### src/rtl/multicycle_control_unit.sv
// Multi-cycle control unit: sequences FETCH/DECODE/EXECUTE/MEM_WAIT/WRITEBACK and drives datapath controls.
// Optional memory-wait timeout enabled by defining CU_TIMEOUT_EN.
module multicycle_control_unit #(
  parameter int unsigned NUM_REGS       = 2,
  parameter int unsigned TIMEOUT_CYCLES = 16
) (
  input  logic                clk,
  input  logic                rst_n,
  input  logic                run,
  input  logic [6:0]          opcode,
  input  logic [3:0]          status_flags,
  input  logic                instr_valid,
  input  logic                mem_ready,
  output logic                ir_load,
  output logic                L_PC,
  output logic                pc_sel,
  output logic                D_W,
  output logic [1:0]          S_D,
  output logic [NUM_REGS-1:0] L_R,
  output logic [1:0]          S_A,
  output logic [1:0]          S_B,
  output logic [3:0]          ALU_Sel,
  output logic                busy,
  output logic                fault
);

  localparam int unsigned OP_W   = 7;
  localparam int unsigned FLAG_W = 4;
  localparam int unsigned CNT_W  = 8;

  localparam logic [1:0] CL_ALU   = 2'b00;
  localparam logic [1:0] CL_LOAD  = 2'b01;
  localparam logic [1:0] CL_STORE = 2'b10;
  localparam logic [1:0] CL_JUMP  = 2'b11;

  typedef enum logic [2:0] {
    ST_IDLE, ST_FETCH, ST_DECODE, ST_EXECUTE, ST_MEM_WAIT, ST_WRITEBACK, ST_FAULT
  } state_t;

  state_t              r_state;
  state_t              w_next_state;
  logic [OP_W-1:0]     r_op;
  logic [FLAG_W-1:0]   r_flags;
  logic                w_timeout;
  logic                w_dec_fault;
  logic                w_taken;
  logic [1:0]          w_class;
  logic [2:0]          w_func;
  logic [1:0]          w_dst;
  logic [NUM_REGS-1:0] w_lr;

  assign w_class = r_op[6:5];
  assign w_func  = r_op[4:2];
  assign w_dst   = r_op[1:0];
  assign w_lr    = NUM_REGS'(1) << w_dst;

  // Illegal destination or reserved jump condition, judged on the opcode presented in DECODE.
  assign w_dec_fault = ((opcode[6:5] != CL_JUMP) && (32'(opcode[1:0]) >= NUM_REGS)) ||
                       ((opcode[6:5] == CL_JUMP) && (opcode[4:2] == 3'b111));

  // Branch condition on the flag snapshot {Z,N,C,V}.
  always_comb begin
    w_taken = 1'b0;
    case (w_func)
      3'b000:  w_taken = 1'b1;
      3'b001:  w_taken = r_flags[3];
      3'b010:  w_taken = ~r_flags[3];
      3'b011:  w_taken = r_flags[2];
      3'b100:  w_taken = r_flags[1];
      3'b101:  w_taken = r_flags[0];
      3'b110:  w_taken = ~r_flags[2];
      default: w_taken = 1'b0;
    endcase
  end

`ifdef CU_TIMEOUT_EN
  logic [CNT_W-1:0] r_wait_cnt;

  always_ff @(posedge clk) begin
    if (!rst_n) begin
      r_wait_cnt <= '0;
    end else if (r_state == ST_EXECUTE) begin
      r_wait_cnt <= '0;
    end else if ((r_state == ST_MEM_WAIT) && !mem_ready) begin
      r_wait_cnt <= r_wait_cnt + CNT_W'(1);
    end
  end

  assign w_timeout = (r_wait_cnt == CNT_W'(TIMEOUT_CYCLES - 1));
`else
  logic w_unused_timeout;
  assign w_unused_timeout = ^TIMEOUT_CYCLES;
  assign w_timeout        = 1'b0;
`endif

  // State register and DECODE-time capture of opcode and flags.
  always_ff @(posedge clk) begin
    if (!rst_n) begin
      r_state <= ST_IDLE;
      r_op    <= '0;
      r_flags <= '0;
    end else begin
      r_state <= w_next_state;
      if (r_state == ST_DECODE) begin
        r_op    <= opcode;
        r_flags <= status_flags;
      end
    end
  end

  // Next-state and control decode.
  always_comb begin
    w_next_state = r_state;
    ir_load      = 1'b0;
    L_PC         = 1'b0;
    pc_sel       = 1'b0;
    D_W          = 1'b0;
    S_D          = 2'b00;
    L_R          = '0;
    S_A          = 2'b00;
    S_B          = 2'b00;
    ALU_Sel      = 4'b0000;
    busy         = 1'b0;
    fault        = 1'b0;
    case (r_state)
      ST_IDLE: begin
        if (run) w_next_state = ST_FETCH;
      end
      ST_FETCH: begin
        busy = 1'b1;
        if (instr_valid) begin
          ir_load      = 1'b1;
          w_next_state = ST_DECODE;
        end
      end
      ST_DECODE: begin
        busy = 1'b1;
        if (w_dec_fault)                 w_next_state = ST_FAULT;
        else if (opcode[6:5] == CL_JUMP) w_next_state = ST_WRITEBACK;
        else                             w_next_state = ST_EXECUTE;
      end
      ST_EXECUTE: begin
        busy = 1'b1;
        if (w_class == CL_ALU) begin
          S_A          = 2'b00;
          S_B          = 2'b00;
          ALU_Sel      = {1'b0, w_func};
          w_next_state = ST_WRITEBACK;
        end else begin
          S_B          = 2'b01;
          w_next_state = ST_MEM_WAIT;
        end
      end
      ST_MEM_WAIT: begin
        busy = 1'b1;
        S_B  = 2'b01;
        D_W  = (w_class == CL_STORE);
        if (mem_ready)      w_next_state = ST_WRITEBACK;
        else if (w_timeout) w_next_state = ST_FAULT;
      end
      ST_WRITEBACK: begin
        busy = 1'b1;
        L_PC = 1'b1;
        case (w_class)
          CL_ALU:  L_R = w_lr;
          CL_LOAD: begin
            L_R = w_lr;
            S_D = 2'b01;
          end
          CL_JUMP: pc_sel = w_taken;
          default: L_R = '0;
        endcase
        w_next_state = run ? ST_FETCH : ST_IDLE;
      end
      ST_FAULT: begin
        fault = 1'b1;
      end
      default: w_next_state = ST_IDLE;
    endcase
  end

endmodule
### config.mk
export PLATFORM = sky130hd
export DESIGN_NAME = multicycle_control_unit
export DESIGN_NICKNAME = d
export VERILOG_FILES = /design/src/rtl/multicycle_control_unit.sv
export SDC_FILE = /design/constraint.sdc
export NUM_CORES = 1
export LEC_CHECK = 0
export BUFFER_PORTS_ARGS = -buffer_cell sky130_fd_sc_hd__buf_2
export CAP_MARGIN = 20
export CELL_PAD_IN_SITES_DETAIL_PLACEMENT = 2
export CELL_PAD_IN_SITES_GLOBAL_PLACEMENT = 2
export CORE_MARGIN = 1.5
export CORE_UTILIZATION = 28
export DETAILED_ROUTE_END_ITERATION = 8
export GPL_TIMING_DRIVEN = 1
export HOLD_SLACK_MARGIN = 0.15
export PLACE_DENSITY_LB_ADDON = 0.1
export SLEW_MARGIN = 10
export SYNTH_ARGS = -nofsm -noshare
export SYNTH_HDL_FRONTEND = slang
export SYNTH_SLANG_ARGS = --single-unit
### constraint.sdc
create_clock -name clk -period 2.15 [get_ports clk]
set_input_delay 0.43 -clock clk [delete_from_list [all_inputs] [get_ports clk]]
set_output_delay 0.43 -clock clk [all_outputs]
set_load 0.005 [all_outputs]
# Yosys cells after proc, flatten, opt, wreduce, memory -nomap -nowiden

Index checks and enable logic that the tools add are counted.

Bits in registers: 14
Input bits: 16
Output and inout port bits: 18
Logic and storage cells: 63

Magnitude comparators: 1
Eq/ne operators: 21
Shift-type cells: 1
Muxes and demuxes: 25
Bitwise logic cells: 3
Reductions and logical operators: 9

Operators with widths:

| kind                                                | number |
|---|---|
| equality test 3 bit, second input constant          | 7 |
| 2-to-1 mux 3 bit                                    | 7 |
| case mux 3 bit (7 select lines)                     | 1 |
| 2-to-1 mux 1 bit                                    | 13 |
| equality test 3 x 2 -> 1 bit, second input constant | 4 |
| inequality test 2 bit, second input constant        | 4 |
| case mux 1 bit (7 select lines)                     | 1 |
| equality test 2 bit, second input constant          | 3 |
| equality test 3 x 1 -> 1 bit, second input constant | 2 |
| logical NOT 3 bit                                   | 2 |
| OR reduction 5 bit                                  | 1 |
| 2-to-1 mux 2 bit                                    | 2 |
| AND reduction 4 bit                                 | 1 |
| NOT 1 bit                                           | 3 |
| equality test 2 x 1 -> 1 bit, second input constant | 1 |
| >= comparator 2 bit, second input constant          | 1 |
| logical AND 1 bit                                   | 2 |
| logical NOT 2 bit                                   | 1 |
| case mux 1 bit (2 select lines)                     | 1 |
| OR reduction 2 bit                                  | 1 |
| << shifter 1 x 2 -> 2 bit, first input constant     | 1 |
| logical OR 1 bit                                    | 1 |

# Longest topological paths before layout

Depth after elaboration: 5
Gate-level depth with buffers: 5
Gate-level depth less buffers: 4

# Worst setup path after synthesis

OpenSTA, ideal clock, no wires.

Path kind: reg2out
Start: register r_state[0]
End: output ALU_Sel[0]
Data arrival time: 0.910 ns
Required time: 1.720 ns
Setup slack: 0.810 ns
Cell stages (with the launch flop): 5
Buffers on the path: 1
Cell sequence: dfxtp_1 buf_6 nand3b_1 nor3_1 and2_1

Cells in the longest elaborated chain, start to end: 2

RTL lines:

| what                         | RTL line | RTL |
|---|---|---|
| start: declaration           | 40       | `state_t r_state;` |
| start signal: assignment     | 103      | `r_state <= w_next_state;` |
| equality test 3 x 2 -> 1 bit | 125      | `case (r_state)` |
| 2-to-1 mux 3 bit             | 125      |  |
| end: declaration             | 22       | `output logic [3:0] ALU_Sel,` |

No other way between the ends.

# Worst setup path after layout

Same ends and word-level chain as after synthesis.

==> summary.md <==
| Metric | Value |
|---|---|
| CTS clk-pin slew, worst paths | ~0.1 ns |
| Pwr per Cell Area | approximately 700 mW/mm^2 |
| Utilization after layout | around 36% |
| First-pass GRT wire length | approximately 3900 um |
| Reg-to-reg startpoint | r_state[0] |
| CTS root buffer | clkbuf_4 |
| Max-slew violations | 0 |
| CTS H-Tree Depth | 1 |
| Final nets | 147 |
| Vias in the first global route | approximately 800 |
| Static Leak | ~0.43 nW |
| Post-synth ARST share | 0% |
| Horiz. Die Dim | 58.33 um |
| Yosys top cell area share | 32.70% |
| Main synth FF type | dfxtp_1 |
| Fraction of layout cells with a size suffix above 1 | between 30% and 40% |
| Port Buf Inserts | 28 |
| Std-Cell Rows | 19 |
| Drt first pass iters | 2 |
| Crit path launch type | flop |
| Synthesized area | 857.1 um^2 |
| Seq cells post-synth | 14 |
| Yosys Warn Count | 0 |
| Top delay family on crit path | simple AND/OR/NAND/NOR gates |
| Bufs on Longest Clock Path | 2 |
| Die area | 0.003402 mm^2 |
| Starting Density | 30.30% |
| Post-CTS sizing | 0 |
| Worst Path Arrival | around 1.5 ns |
| Clock latency on the worst-skew pair | a little under 0.3 ns |
| Yosys cell types | 31 |
| Worst EP required | around 1.7 ns |
| RSZ-0062 raised after global routing | false |
| Buf/Inv on CP | 1 |
| Via density | 4.932 |
| Io pins | 34 |
| Top post-synthesis cells by area | dfxtp_1 33%, mux2i_1 13%, nor2b_1 8.0%, nand2_1 5.3%, buf_4 4.4% |
| TNS Setup | 0 ns |
| RD Place Congestion | roughly 0.74 |
| Seq/Total Area, Yosys | between 30% and 40% |
| Hold_buf cts | 0 |
| Top cell type by total area after synthesis | dfxtp_1 |
| Fin Clk Skew | ~0.017 ns |
| Post-synth EDFFs | 0 |
| Cells after Synth | ~100 |
| Status | completed |
| CP max stage cell | dfxtp_2 |
| Final HPWL DP | ~1800 um |
| Most frequent cell after synthesis | dfxtp_1 |
| CTS tree | done |
| DRC viols | 0 |
| Worst Path Max Fanout | 10 |
| Initial antenna violation count | 0 |
| Ant. Diodes | 0 |
| WS Path Type | reg -> out |
| Total CTS buffers | 3 |
| Area of the core | ~0.0028 mm^2 |
| Critical Path Source | r_state[0] |
| Antenna-violating nets left | 0 |
| Largest stage delay, worst path | roughly 0.47 ns |
| Final period utilization | about nine tenths |
| Area Growth Syn to Fin | 19.85% |
| Final setup violation count | 0 |
| Overflow after GRT | 0 |
| Initial DRC count | 28 |
| CP Capture Type | output pin |
| CP cell instances | nand3b_1, nor3_1, and2_1, buf_2 |
| Hold WC Path Type | in -> reg |
| Slack of the critical path | around 0.23 ns |
| Synth cell count leaders | 14 x dfxtp_1, 12 x nand2_1, 11 x mux2i_1, 11 x nor2b_1, 6 x nor2_1 |
| Clk sinks | 14 |
| Tmin final | slightly below 2 ns |
| WL final | 2294 um |
| Fmax | 0.5206 GHz |
| Hold path startpoint | opcode[0] |
| Via count | 794 |
| Avg Synthesized Cell Area | ~8.3 um^2 |
| Largest net degree at the start of global routing | 16 |
| Fin. Hold Viols | 0 |
| Total setup buffers inserted after CTS | 0 |
| Worst VDD drop | 0.3660 mV |
| Max-cap violations | 0 |
| Die height | 58.33 um |
| Post-place setup slack | just under 0.4 ns |
| GRT Overall Usage | between 15 and 20% |
| Drt wl/cell | around 14 um |
## state kept, by name, indices dropped and copies added, names as in the netlist
signal,cells
r_flags,4
r_state,3
r_op,7
## path summary, 6_finish.rpt
path | to | slack, ns | depth (start not counted)
min | r_op[0] | 0.39 | 3
max reg2reg | r_state[0] | 0.87 | 3
max | ALU_Sel[0] | 0.23 | 4
min reg2reg | r_flags[1] | 0.53 | 2
## routing by layer
layer	routed length [um]	track usage (%)	vias to the layer above
li1	-	-	398
met1	1098	20.60	373
met2	1066	24.24	21
met3	115	4.615	2
met4	13	2.990	0
met5	0	0	-
## power breakdown
part	leakage, nW	switching, mW	internal [mW]	total, mW
Clock	0.0210	0.0920	0.103	0.195
Sequential	0.115	0.0531	0.287	0.340
Combinational	0.294	0.0860	0.0922	0.178
Total	0.430	0.231	0.482	0.713
## cell type report
| class | instances | area, um^2 |
|---|---|---|
| fillers | 324 | 1802 |
| inverters | 3 | 11.26 |
| clock buffers | 4 | 36.28 |
| multi-input cells | 79 | 501.7 |
| well taps | 31 | 38.79 |
| flip-flops and latches | 14 | 284.0 |
| repair buffers | 30 | 155.1 |
## stage by stage
step / hold WS, ns / std cells / power, mW / instance area [um^2]
6_report: 0.3885 / 161 / 0.7133 / 1027
5_1_grt: 0.3936 / 161 / 0.7742 / 1027
4_1_cts: 0.3835 / 161 / 0.7248 / 1023
3_5_place_dp: 0.5236 / 157 / 0.5232 / 987.2
3_3_place_gp: 0.5054 / 157 / 0.5166 / 987.2
2_1_floorplan: 0.4830 / 107 / 0.4742 / 872.1
## cells by family (layout without fill, tap and decap cells)
family,Yosys count,after routing,share of synthesized area [%]
AND/OR/NAND/NOR,48,48,31.53
AO/OA/AOI/OAI,14,14,10.66
flip-flops,14,14,32.70
buffers and inverters,14,37,10.51
multiplexers,12,12,14.16
other,1,5,0.4375
## tightest hold or removal path, cell delays in order
cell and delay, ns:
buf_2 0.07, mux2i_1 0.06, nor2b_1 0.09
## cells in the final DEF, fill, tap and decap left out, types with 2 or more instances in the layout
| master | Yosys | layout |
|---|---|---|
| a21oi_1 | 4 | 4 |
| and2_1 | 3 | 3 |
| and3_1 | 2 | 2 |
| buf_2 | 1 | 28 |
| buf_4 | 5 | 2 |
| clkbuf_4 | 0 | 3 |
| conb_1 | 1 | 5 |
| dfxtp_1 | 14 | 11 |
| dfxtp_2 | 0 | 3 |
| inv_1 | 3 | 3 |
| mux2i_1 | 11 | 11 |
| nand2_1 | 12 | 12 |
| nand3_1 | 2 | 2 |
| nand3b_1 | 4 | 4 |
| nor2_1 | 6 | 6 |
| nor2b_1 | 11 | 11 |
| nor3_1 | 3 | 3 |
| o21ai_0 | 3 | 3 |
| o221ai_1 | 2 | 2 |
Note: power is estimated with default switching activity, not from simulation.
